`src/rtl/fc_pkg.sv`:
```
// Shared types and saturation helpers for the fully-connected layer sequencer.
package fc_pkg;

    typedef enum logic [2:0] {
        IDLE  = 3'd0,
        MAC   = 3'd1,
        BIAS  = 3'd2,
        WRITE = 3'd3,
        DONE  = 3'd4
    } fc_seq_state_t;

    // Largest value representable in a signed field of w bits.
    function automatic longint sat_max(input int w);
        return (longint'(1) <<< (w - 1)) - longint'(1);
    endfunction

    // Smallest value representable in a signed field of w bits.
    function automatic longint sat_min(input int w);
        return -(longint'(1) <<< (w - 1));
    endfunction

endpackage

```
`src/rtl/fc_mac_unit.sv`:
```
// Multiply-accumulate datapath with bias add, rescale and output saturation.
// Optional feature macro: FC_SEQ_RELU_EN clamps negative results to zero.
module fc_mac_unit
    import fc_pkg::*;
#(
    parameter int DATA_WIDTH = 16,
    parameter int FRAC_BITS  = 8,
    parameter int ACC_WIDTH  = 40
) (
    input  logic                         clk,
    input  logic                         rst_n,
    input  logic                         clr,
    input  logic                         add_en,
    input  logic                         bias_en,
    input  logic signed [DATA_WIDTH-1:0] w_data,
    input  logic signed [DATA_WIDTH-1:0] x_data,
    input  logic signed [DATA_WIDTH-1:0] b_data,
    output logic signed [DATA_WIDTH-1:0] out_data
);

    // One guard bit so the bias add cannot wrap on top of the accumulator.
    localparam int SW = ACC_WIDTH + 1;
    localparam logic signed [SW-1:0] MAXV = SW'(sat_max(DATA_WIDTH));
    localparam logic signed [SW-1:0] MINV = SW'(sat_min(DATA_WIDTH));

    logic signed [2*DATA_WIDTH-1:0] prod;
    logic signed [ACC_WIDTH-1:0]    acc;
    logic signed [ACC_WIDTH-1:0]    acc_nxt;
    logic signed [SW-1:0]           biased;
    logic signed [SW-1:0]           shifted;
    logic signed [DATA_WIDTH-1:0]   sat_res;
    logic signed [DATA_WIDTH-1:0]   res_out;

    assign prod    = w_data * x_data;
    assign acc_nxt = add_en ? acc + ACC_WIDTH'(prod) : acc;

    // The final product lands in the same cycle as the bias, so use acc_nxt.
    assign biased  = SW'(acc_nxt) + (SW'(b_data) <<< FRAC_BITS);
    assign shifted = biased >>> FRAC_BITS;

    always_comb begin
        sat_res = shifted[DATA_WIDTH-1:0];
        if (shifted > MAXV)
            sat_res = MAXV[DATA_WIDTH-1:0];
        else if (shifted < MINV)
            sat_res = MINV[DATA_WIDTH-1:0];
    end

`ifdef FC_SEQ_RELU_EN
    assign res_out = sat_res[DATA_WIDTH-1] ? '0 : sat_res;
`else
    assign res_out = sat_res;
`endif

    always_ff @(posedge clk or negedge rst_n) begin
        if (!rst_n) begin
            acc      <= '0;
            out_data <= '0;
        end else begin
            if (clr)
                acc <= '0;
            else
                acc <= acc_nxt;
            if (bias_en)
                out_data <= res_out;
        end
    end

endmodule

```
`src/rtl/fc_layer_sequencer.sv`:
```
// FSM and address generation for one fully-connected layer pass.
// Optional feature macro: FC_SEQ_RELU_EN (handled in fc_mac_unit).
module fc_layer_sequencer
    import fc_pkg::*;
#(
    parameter int INPUT_SIZE  = 784,
    parameter int OUTPUT_SIZE = 128,
    parameter int DATA_WIDTH  = 16,
    parameter int FRAC_BITS   = 8,
    parameter int ACC_WIDTH   = 40,
    localparam int WA = ($clog2(INPUT_SIZE*OUTPUT_SIZE) > 0) ? $clog2(INPUT_SIZE*OUTPUT_SIZE) : 1,
    localparam int XA = ($clog2(INPUT_SIZE) > 0) ? $clog2(INPUT_SIZE) : 1,
    localparam int BA = ($clog2(OUTPUT_SIZE) > 0) ? $clog2(OUTPUT_SIZE) : 1
) (
    input  logic                  clk,
    input  logic                  rst_n,
    input  logic                  start,
    output logic                  busy,
    output logic                  done,
    output logic [WA-1:0]         w_addr,
    input  logic [DATA_WIDTH-1:0] w_data,
    output logic [XA-1:0]         x_addr,
    input  logic [DATA_WIDTH-1:0] x_data,
    output logic [BA-1:0]         b_addr,
    input  logic [DATA_WIDTH-1:0] b_data,
    output logic                  out_valid,
    input  logic                  out_ready,
    output logic [BA-1:0]         out_addr,
    output logic [DATA_WIDTH-1:0] out_data
);

    localparam logic [XA-1:0] LAST_J = XA'(INPUT_SIZE - 1);
    localparam logic [BA-1:0] LAST_I = BA'(OUTPUT_SIZE - 1);

    fc_seq_state_t state, state_nxt;
    logic [BA-1:0] i;
    logic [XA-1:0] j;
    logic [WA-1:0] w_base;
    logic          add_en;
    logic          clr;
    logic          bias_en;
    logic          in_mac;

    always_ff @(posedge clk or negedge rst_n) begin
        if (!rst_n)
            state <= IDLE;
        else
            state <= state_nxt;
    end

    always_comb begin
        state_nxt = state;
        clr       = 1'b0;
        bias_en   = 1'b0;
        case (state)
            IDLE: begin
                if (start) begin
                    clr       = 1'b1;
                    state_nxt = MAC;
                end
            end
            MAC: begin
                if (j == LAST_J)
                    state_nxt = BIAS;
            end
            BIAS: begin
                bias_en   = 1'b1;
                state_nxt = WRITE;
            end
            WRITE: begin
                if (out_ready) begin
                    clr       = 1'b1;
                    state_nxt = (i == LAST_I) ? DONE : MAC;
                end
            end
            DONE:    state_nxt = IDLE;
            default: state_nxt = IDLE;
        endcase
    end

    // w_base tracks i*INPUT_SIZE so the weight address needs no multiplier.
    always_ff @(posedge clk or negedge rst_n) begin
        if (!rst_n) begin
            i      <= '0;
            j      <= '0;
            w_base <= '0;
            add_en <= 1'b0;
        end else begin
            add_en <= in_mac;
            if (state == IDLE && start) begin
                i      <= '0;
                j      <= '0;
                w_base <= '0;
            end else if (in_mac) begin
                j <= (j == LAST_J) ? '0 : j + XA'(1);
            end else if (state == WRITE && out_ready && i != LAST_I) begin
                i      <= i + BA'(1);
                j      <= '0;
                w_base <= w_base + WA'(INPUT_SIZE);
            end
        end
    end

    assign in_mac    = (state == MAC);
    assign w_addr    = in_mac ? w_base + WA'(j) : '0;
    assign x_addr    = in_mac ? j : '0;
    assign b_addr    = in_mac ? i : '0;
    assign busy      = (state != IDLE);
    assign done      = (state == DONE);
    assign out_valid = (state == WRITE);
    assign out_addr  = i;

    fc_mac_unit #(
        .DATA_WIDTH (DATA_WIDTH),
        .FRAC_BITS  (FRAC_BITS),
        .ACC_WIDTH  (ACC_WIDTH)
    ) u_mac (
        .clk      (clk),
        .rst_n    (rst_n),
        .clr      (clr),
        .add_en   (add_en),
        .bias_en  (bias_en),
        .w_data   (w_data),
        .x_data   (x_data),
        .b_data   (b_data),
        .out_data (out_data)
    );

endmodule

```
`config.mk`:
```
export PLATFORM = sky130hd
export DESIGN_NAME = fc_layer_sequencer
export DESIGN_NICKNAME = d
export VERILOG_FILES = /design/src/rtl/fc_pkg.sv /design/src/rtl/fc_mac_unit.sv /design/src/rtl/fc_layer_sequencer.sv
export SDC_FILE = /design/constraint.sdc
export NUM_CORES = 1
export LEC_CHECK = 0
export ABC_AREA = 1
export CORE_UTILIZATION = 34
export CTS_CLUSTER_DIAMETER = 150
export CTS_CLUSTER_SIZE = 25
export DETAILED_ROUTE_END_ITERATION = 7
export PLACE_DENSITY = 0.57
export SYNTH_ARGS = -nofsm -noshare
export SYNTH_HDL_FRONTEND = slang
export SYNTH_SLANG_ARGS = --single-unit
export TNS_END_PERCENT = 30
```
`constraint.sdc`:
```
create_clock -name clk -period 18.44 [get_ports clk]
set_clock_uncertainty 0.15 [all_clocks]
set_input_delay 3.688 -clock clk [delete_from_list [all_inputs] [get_ports clk]]
set_output_delay 3.688 -clock clk [all_outputs]
set_load 0.02 [all_outputs]
```
After elaboration in Yosys (flattened, before gate mapping):

Cells that the tools add are included.

* input port bits: 52
* output and inout port bits: 60
* flip-flop bits (word level): 94
* logic and storage cells: 62

* add/subtract/negate cells: 6
* order comparisons: 2
* equal/unequal tests: 11
* multipliers: 1
* reductions and logical operators: 9
* multiplexer cells: 26

Operators with widths (count)
* $mux 40: 2
* $mux 17: 4
* $mux 10: 5
* $add 40x24->41: 1
* $add 40x32->40: 1
* $gt 33x16->1 const B: 1
* $lt 33x16->1 const B: 1
* $mul 16x16->32: 1
* $mux 16: 2
* $mux 7: 4
* $add 17x10->17: 1
* $add 17x10->17 const B: 1
* $mux 3: 4
* $pmux 3 s4: 1
* $add 10x1->10 const B: 1
* $eq 10x10->1 const B: 1
* $add 7x1->7 const B: 1
* $eq 7x7->1 const B: 1
* $ne 7x7->1 const B: 1
* $eq 3x2->1 const B: 2
* $ne 2x1->1 const B: 3
* $reduce_bool 3->1: 2
* $eq 3x1->1 const B: 1
* $eq 3x3->1 const B: 1
* 8 further kinds: 12

Longest topological paths before layout:

* word-level depth: 7
* gate-level depth with buffers: 52
* gate-level depth less buffers: 49

By module:

Synthesis repeated with hierarchy kept, for this count alone.

* cells, all modules: 2842
* area total of the unflattened synthesis: 20546.0 um^2

Modules (own cells, without submodules)
* fc_mac_unit: times used 1, cells an instance 2470, area an instance 17994.8 um^2, seq. area each 1401.3 um^2
* fc_layer_sequencer: times used 1, cells an instance 372, area an instance 2551.2 um^2, seq. area each 850.8 um^2

Worst setup path before layout:

OpenSTA, ideal clock, no wires.

* kind: input port to flip-flop
* from: in w_data[15]
* to: reg u_mac.out_data[0]
* buffers on the path: 2
* cell stages on the path: 41
* slack: 7.110 ns
* setup time: 0.116 ns
* data required time: 18.174 ns
* data arrival time: 11.064 ns
* cell sequence: clkbuf_1 -> nand2_1 -> inv_1 -> fa_1 -> inv_1 -> fa_1 -> inv_1 -> fa_1 -> inv_1 -> fa_1 -> inv_1 -> fa_1 -> inv_1 -> fa_1 -> inv_1 -> ha_1 -> nand2_1 -> nor2_1 -> [... 5 more ...] -> o21ai_0 -> nand2_1 -> ha_1 -> nand2_1 -> inv_1 -> a21oi_1 -> nand2_1 -> a21oi_1 -> nand3_1 -> nand2_1 -> nand2_1 -> nor2_1 -> nand4_1 -> nand2_2 -> buf_8 -> nand2_1 -> nand2_1 -> nand2_1

* longest elaborated chain between the ends: 7
* elaborated cells between the ends (all ways): 8
* classes of those cells: 2 x add/sub; 1 x mul; 2 x order compare; 3 x mux

RTL lines
* from (decl): RTL line fc_layer_sequencer.sv:21 `input logic [DATA_WIDTH-1:0] w_data,`
* $mul 16x16->32 *: RTL line fc_mac_unit.sv:34 `assign prod = w_data * x_data;`
* $add 40x32->40 *: RTL line fc_mac_unit.sv:35 `assign acc_nxt = add_en ? acc + ACC_WIDTH'(prod) : acc;`
* $mux 40 *: RTL line fc_mac_unit.sv:35
* $add 40x24->41 *: RTL line fc_mac_unit.sv:38 `assign biased = SW'(acc_nxt) + (SW'(b_data) <<< FRAC_BITS);`
* $lt 33x16->1: RTL line fc_mac_unit.sv:45 `else if (shifted < MINV)`
* $mux 16: RTL line fc_mac_unit.sv:45
* $mux 16 *: RTL line fc_mac_unit.sv:43 `if (shifted > MAXV)`
* to (signal assigned): RTL line fc_mac_unit.sv:65 `out_data <= res_out;`
* to (decl): RTL line fc_mac_unit.sv:18 `output logic signed [DATA_WIDTH-1:0] out_data`

Mark *: on every way between the ends. The rest lies on a longest branch, timed or not.
A chain may end at the register's enable or synchronous reset.

Worst setup path after layout:

* from: in x_data[1]
* to: reg u_mac.out_data[0]

* longest elaborated chain between the ends: 7
* elaborated cells between the ends (all ways): 8
* classes of those cells: 2 x add/sub; 1 x mul; 2 x order compare; 3 x mux

RTL lines
* from (decl): RTL line fc_layer_sequencer.sv:23 `input logic [DATA_WIDTH-1:0] x_data,`
* $mul 16x16->32 *: RTL line fc_mac_unit.sv:34
* $add 40x32->40 *: RTL line fc_mac_unit.sv:35
* $mux 40 *: RTL line fc_mac_unit.sv:35
* $add 40x24->41 *: RTL line fc_mac_unit.sv:38
* $lt 33x16->1: RTL line fc_mac_unit.sv:45
* $mux 16: RTL line fc_mac_unit.sv:45
* $mux 16 *: RTL line fc_mac_unit.sv:43

Marked as above.

==> results <==
- The run finished with clean final reports.
- The mapped netlist covers between 15000 and 20000 um2.
- The portion of netlist area occupied by mux cells is 0%.
- The total count of hold-check failures in the final report is 0.
- For this run, the top clock speed supported by timing is 0.0772 GHz.
- The number of hold buffers added after CTS is 0.
- The routed wirelength normalized by instance count is around 15 um.
- Counting tap cells, the placed design contains a total of approximately 3500 instances.
- The synthesized-area fraction occupied by and/or/nand/nor cells is 22.1%.
- The die width is approximately 240 um.
- The slowest stage of the critical path belongs to the cell sky130_fd_sc_hd__fa_1.
- The first detailed-routing pass took 5 iterations.
- The count of unique library cells instantiated by Yosys is 48.
- The aggregate routed wire length is roughly 53000 um.
- After routing, the total negative slack on setup checks comes to 0 ns.
- The iteration-0 DRC count of the detailed router is 925.
- The number of core rows is 87.
- The clock-pin slew reported for the worst setup and hold paths after clock tree synthesis is approximately 0.06 ns.
- The post-detailed-route DRC marker count is 0.
- Each instance of the synthesized netlist takes up on average around 7.3 um2.
- The placed wire-length estimate after detailed placement is 45900 um.
- The most frequent cell on the critical path is sky130_fd_sc_hd__nand2_1.
- After layout, the worst path uses between 70% and 80% of the clock period.
- The synthesized flop and latch total is 90.
- Detailed routing inserted a total of roughly 16000 vias.
- The worst setup path is launched from an input pin.
- Summing the areas of all compound-gate instances in the mapped netlist gives roughly 6.5% of the synthesized area.
- At the worst endpoint, the required time is ~19 ns.
- The count of instances resized after the clock tree is built is 0.
- The tool flagged a number of max-cap violations equal to 0.
- After synthesis, the cell types taking the most area are sky130_fd_sc_hd__fa_1 (34%), sky130_fd_sc_hd__nand2_1 (14%), sky130_fd_sc_hd__inv_1 (13%).
- Along the worst path, the maximum fanout reaches 16.
- The post-detailed-route count of antenna-violating nets is 0.
- The worst path in the final design needs a cycle of between 10 and 15 ns, including I/O delays and setup.
- The count of buffers added on input and output ports is between 100 and 150.
- The number of antenna diodes in the final layout is 0.
- Measured on the finished design, the core utilization comes to about two fifths.
- The cell family with the largest share of critical-path delay is adder cells.
- The maximum number of pins on one net before global-route repair is 57.
- For the worst-skew pair, the clock arrives at the later sink with an insertion delay of 0.37 ns.
- The total number of nets in the final design is 3267.
- The number of warnings issued by yosys is 0.
- The area growth from synthesis to layout is 10.8%.
- The TritonCTS sink count is 90.
- In this run, synthesis inferred 0 flip-flops with an integrated enable.
- The worst min-delay path class is flop to flop.
- The remaining global-route overflow is 0.
- In the final layout, the share of cells above drive strength 1 is around 1.9%.
- The clock root buffer is sky130_fd_sc_hd__clkbuf_16.
- The number of global-route vias before repair is between 15000 and 20000.
- The final number of max-transition violations is 0.
- Of all cell types, the one taking the most synthesized area is sky130_fd_sc_hd__fa_1.
- The number of I/O pins is approximately 110.
- The number of buffers and inverters on the critical path is 9.
- After synthesis, the largest family of logic cells by area is adder cells.
- The die covers a little under 60000 um2.
- The longest individual stage delay on the worst path is 0.78 ns.
- For this configuration, the core starts out at a cell density of 34.6%.
- The number of failing setup endpoints in the final timing report is 0.
- Routability-driven placement finished with a final weighted congestion of about 0.95.
- The number of antenna violations at the first check in global routing is 0.
- The floorplan step defined a core boundary enclosing between 50000 and 60000 um2.
- For this run, asynchronously set or reset flops after synthesis account for 100%.
- For the worst setup path, the data arrival time is about 13 ns.
- The fraction of post-synthesis cell area in the top cell type by area is between 30 and 40%.
- The number of post-CTS setup repair buffers is 0.
- The path type of the worst setup path is input pin to flop.
- In this run the tightest slew margin relative to its limit is between 20 and 30%.
- Counting the buffers created by CTS gives 9.
- The post-synthesis share of cell area spent on xor and xnor gates is ~1.9%.
- The first global-routing pass estimated approximately 90000 um of wire.
- At the pin with the least slew margin, the transition time is about 1.1 ns.
- The H-tree was split into 3 levels.
- The mean number of vias per cell is approximately 4.7.
- The worst setup path is captured at a flop.
- Setup repair after global routing left no endpoint under its margin.
- The post-synthesis adder-cell area fraction is 43.7%.
- In the synthesized netlist the dominant register cell turns out to be sky130_fd_sc_hd__dfrtp_1.
- The TritonCTS clock tree is yes.
- The post-synth net total is 3218.
- The worst-case hold slack is about 0.34 ns.
- The share of the Yosys chip area taken by registers is 11.4%.
- The die is 243 um tall.
- The number of standard cells after synthesis is roughly 2700.
- The clock passes through at most 2 buffers.
- After the flow finishes, the layout carries non-filler instances totaling around 3500.
- Global routing used 18.9% of the available tracks across all layers.
## path summary, 6_finish.rpt
kind | cells past startpoint | startpoint | endpoint | slack [ns]
setup / recovery | 42 | x_data[1] | u_mac.out_data[0] | 5.48
hold / removal | 2 | u_mac.out_data[0] | u_mac.out_data[0] | 0.34
setup reg to reg | 40 | u_mac.acc[3] | u_mac.out_data[0] | 10.63
hold reg to reg | 2 | u_mac.out_data[0] | u_mac.out_data[0] | 0.34
max in group asynchronous | 2 | rst_n | u_mac.acc[36] | 13.87
min in group asynchronous | 1 | rst_n | j[1] | 3.12
## per-stage QoR
stage	cell area, um2	setup slack, ns
floorplan	19700	7.11
global placement	21500	5.17
detailed placement	21500	5.06
CTS	21800	5.44
global route	21800	4.75
finish	21800	5.48
## worst register-to-register path: cells and delay by family, from the launching register on
| family | cells | cell delay (ns) |
|---|---|---|
| AO/OA/AOI/OAI | 5 | 1.27 |
| AND/OR/NAND/NOR | 21 | 2.53 |
| buffers and inverters | 6 | 0.40 |
| adder cells (fa/ha/maj) | 8 | 3.01 |
| flip-flops | 1 | 0.40 |
## cell usage after synthesis (all sizes together), types with 24 or more instances
| cell type | instances |
|---|---|
| ha | 157 |
| nand3 | 65 |
| nand2 | 759 |
| o21ai | 57 |
| clkbuf | 76 |
| nor3 | 38 |
| a21oi | 111 |
| xor2 | 24 |
| nor2 | 187 |
| inv | 663 |
| dfrtp | 90 |
| fa | 331 |
## final cells by class
| cell class | count | area, um2 |
|---|---|---|
| repair buffers | 120 | 1180 |
| clock inverters | 6 | 96.3 |
| well taps | 756 | 946 |
| fillers | 5941 | 35000 |
| flip-flops and latches | 90 | 2250 |
| multi-input cells | 1840 | 14600 |
| inverters | 666 | 2500 |
| clock buffers | 10 | 239 |
## registers in the layout, indices dropped and copies added (netlist names)
signal,cells
u_mac.out_data,16
add_en,1
j,10
w_base,13
state,3
u_mac.acc,40
out_addr,7
## per-layer routing
layer	routed length, um	track usage (%)	vias up
met1	24900	26.3	7914
met5	0	0	-
li1	-	-	8010
met2	25200	31.3	324
met4	1050	4.54	0
met3	1900	1.87	63
## cell families after synthesis
family                   Yosys count
AND/OR/NAND/NOR                 1085
AO/OA/AOI/OAI                    224
flip-flops                        90
adder cells (fa/ha/maj)          488
buffers and inverters            748
XOR/XNOR                          43
## layout by cell type, fill, tap and decap left out, types with 4 or more instances in the layout
master and n:
sky130_fd_sc_hd__nand4_1 12, sky130_fd_sc_hd__ha_1 157, sky130_fd_sc_hd__o21ai_0 51, sky130_fd_sc_hd__xor2_1 24, sky130_fd_sc_hd__o32ai_1 4, sky130_fd_sc_hd__a31oi_1 10, sky130_fd_sc_hd__o21bai_1 6, sky130_fd_sc_hd__o211ai_1 4
sky130_fd_sc_hd__a21oi_1 111, sky130_fd_sc_hd__nand3_1 65, sky130_fd_sc_hd__nor2_1 184, sky130_fd_sc_hd__fa_1 331, sky130_fd_sc_hd__clkbuf_16 9, sky130_fd_sc_hd__a21boi_0 4, sky130_fd_sc_hd__o21a_1 4, sky130_fd_sc_hd__o21ai_1 5
sky130_fd_sc_hd__nor4_1 5, sky130_fd_sc_hd__xnor2_1 19, sky130_fd_sc_hd__a21o_1 9, sky130_fd_sc_hd__nand2_2 10, sky130_fd_sc_hd__dfrtp_1 90, sky130_fd_sc_hd__clkdlybuf4s50_1 110, sky130_fd_sc_hd__inv_1 663, sky130_fd_sc_hd__nand2_1 749
sky130_fd_sc_hd__nor3_1 37, sky130_fd_sc_hd__nand3b_1 5, sky130_fd_sc_hd__or2_2 8, sky130_fd_sc_hd__buf_4 10
Power is left out: the tool's default activity adds up to more than one toggle a clock period on the data nets, which glitch-free logic cannot reach.
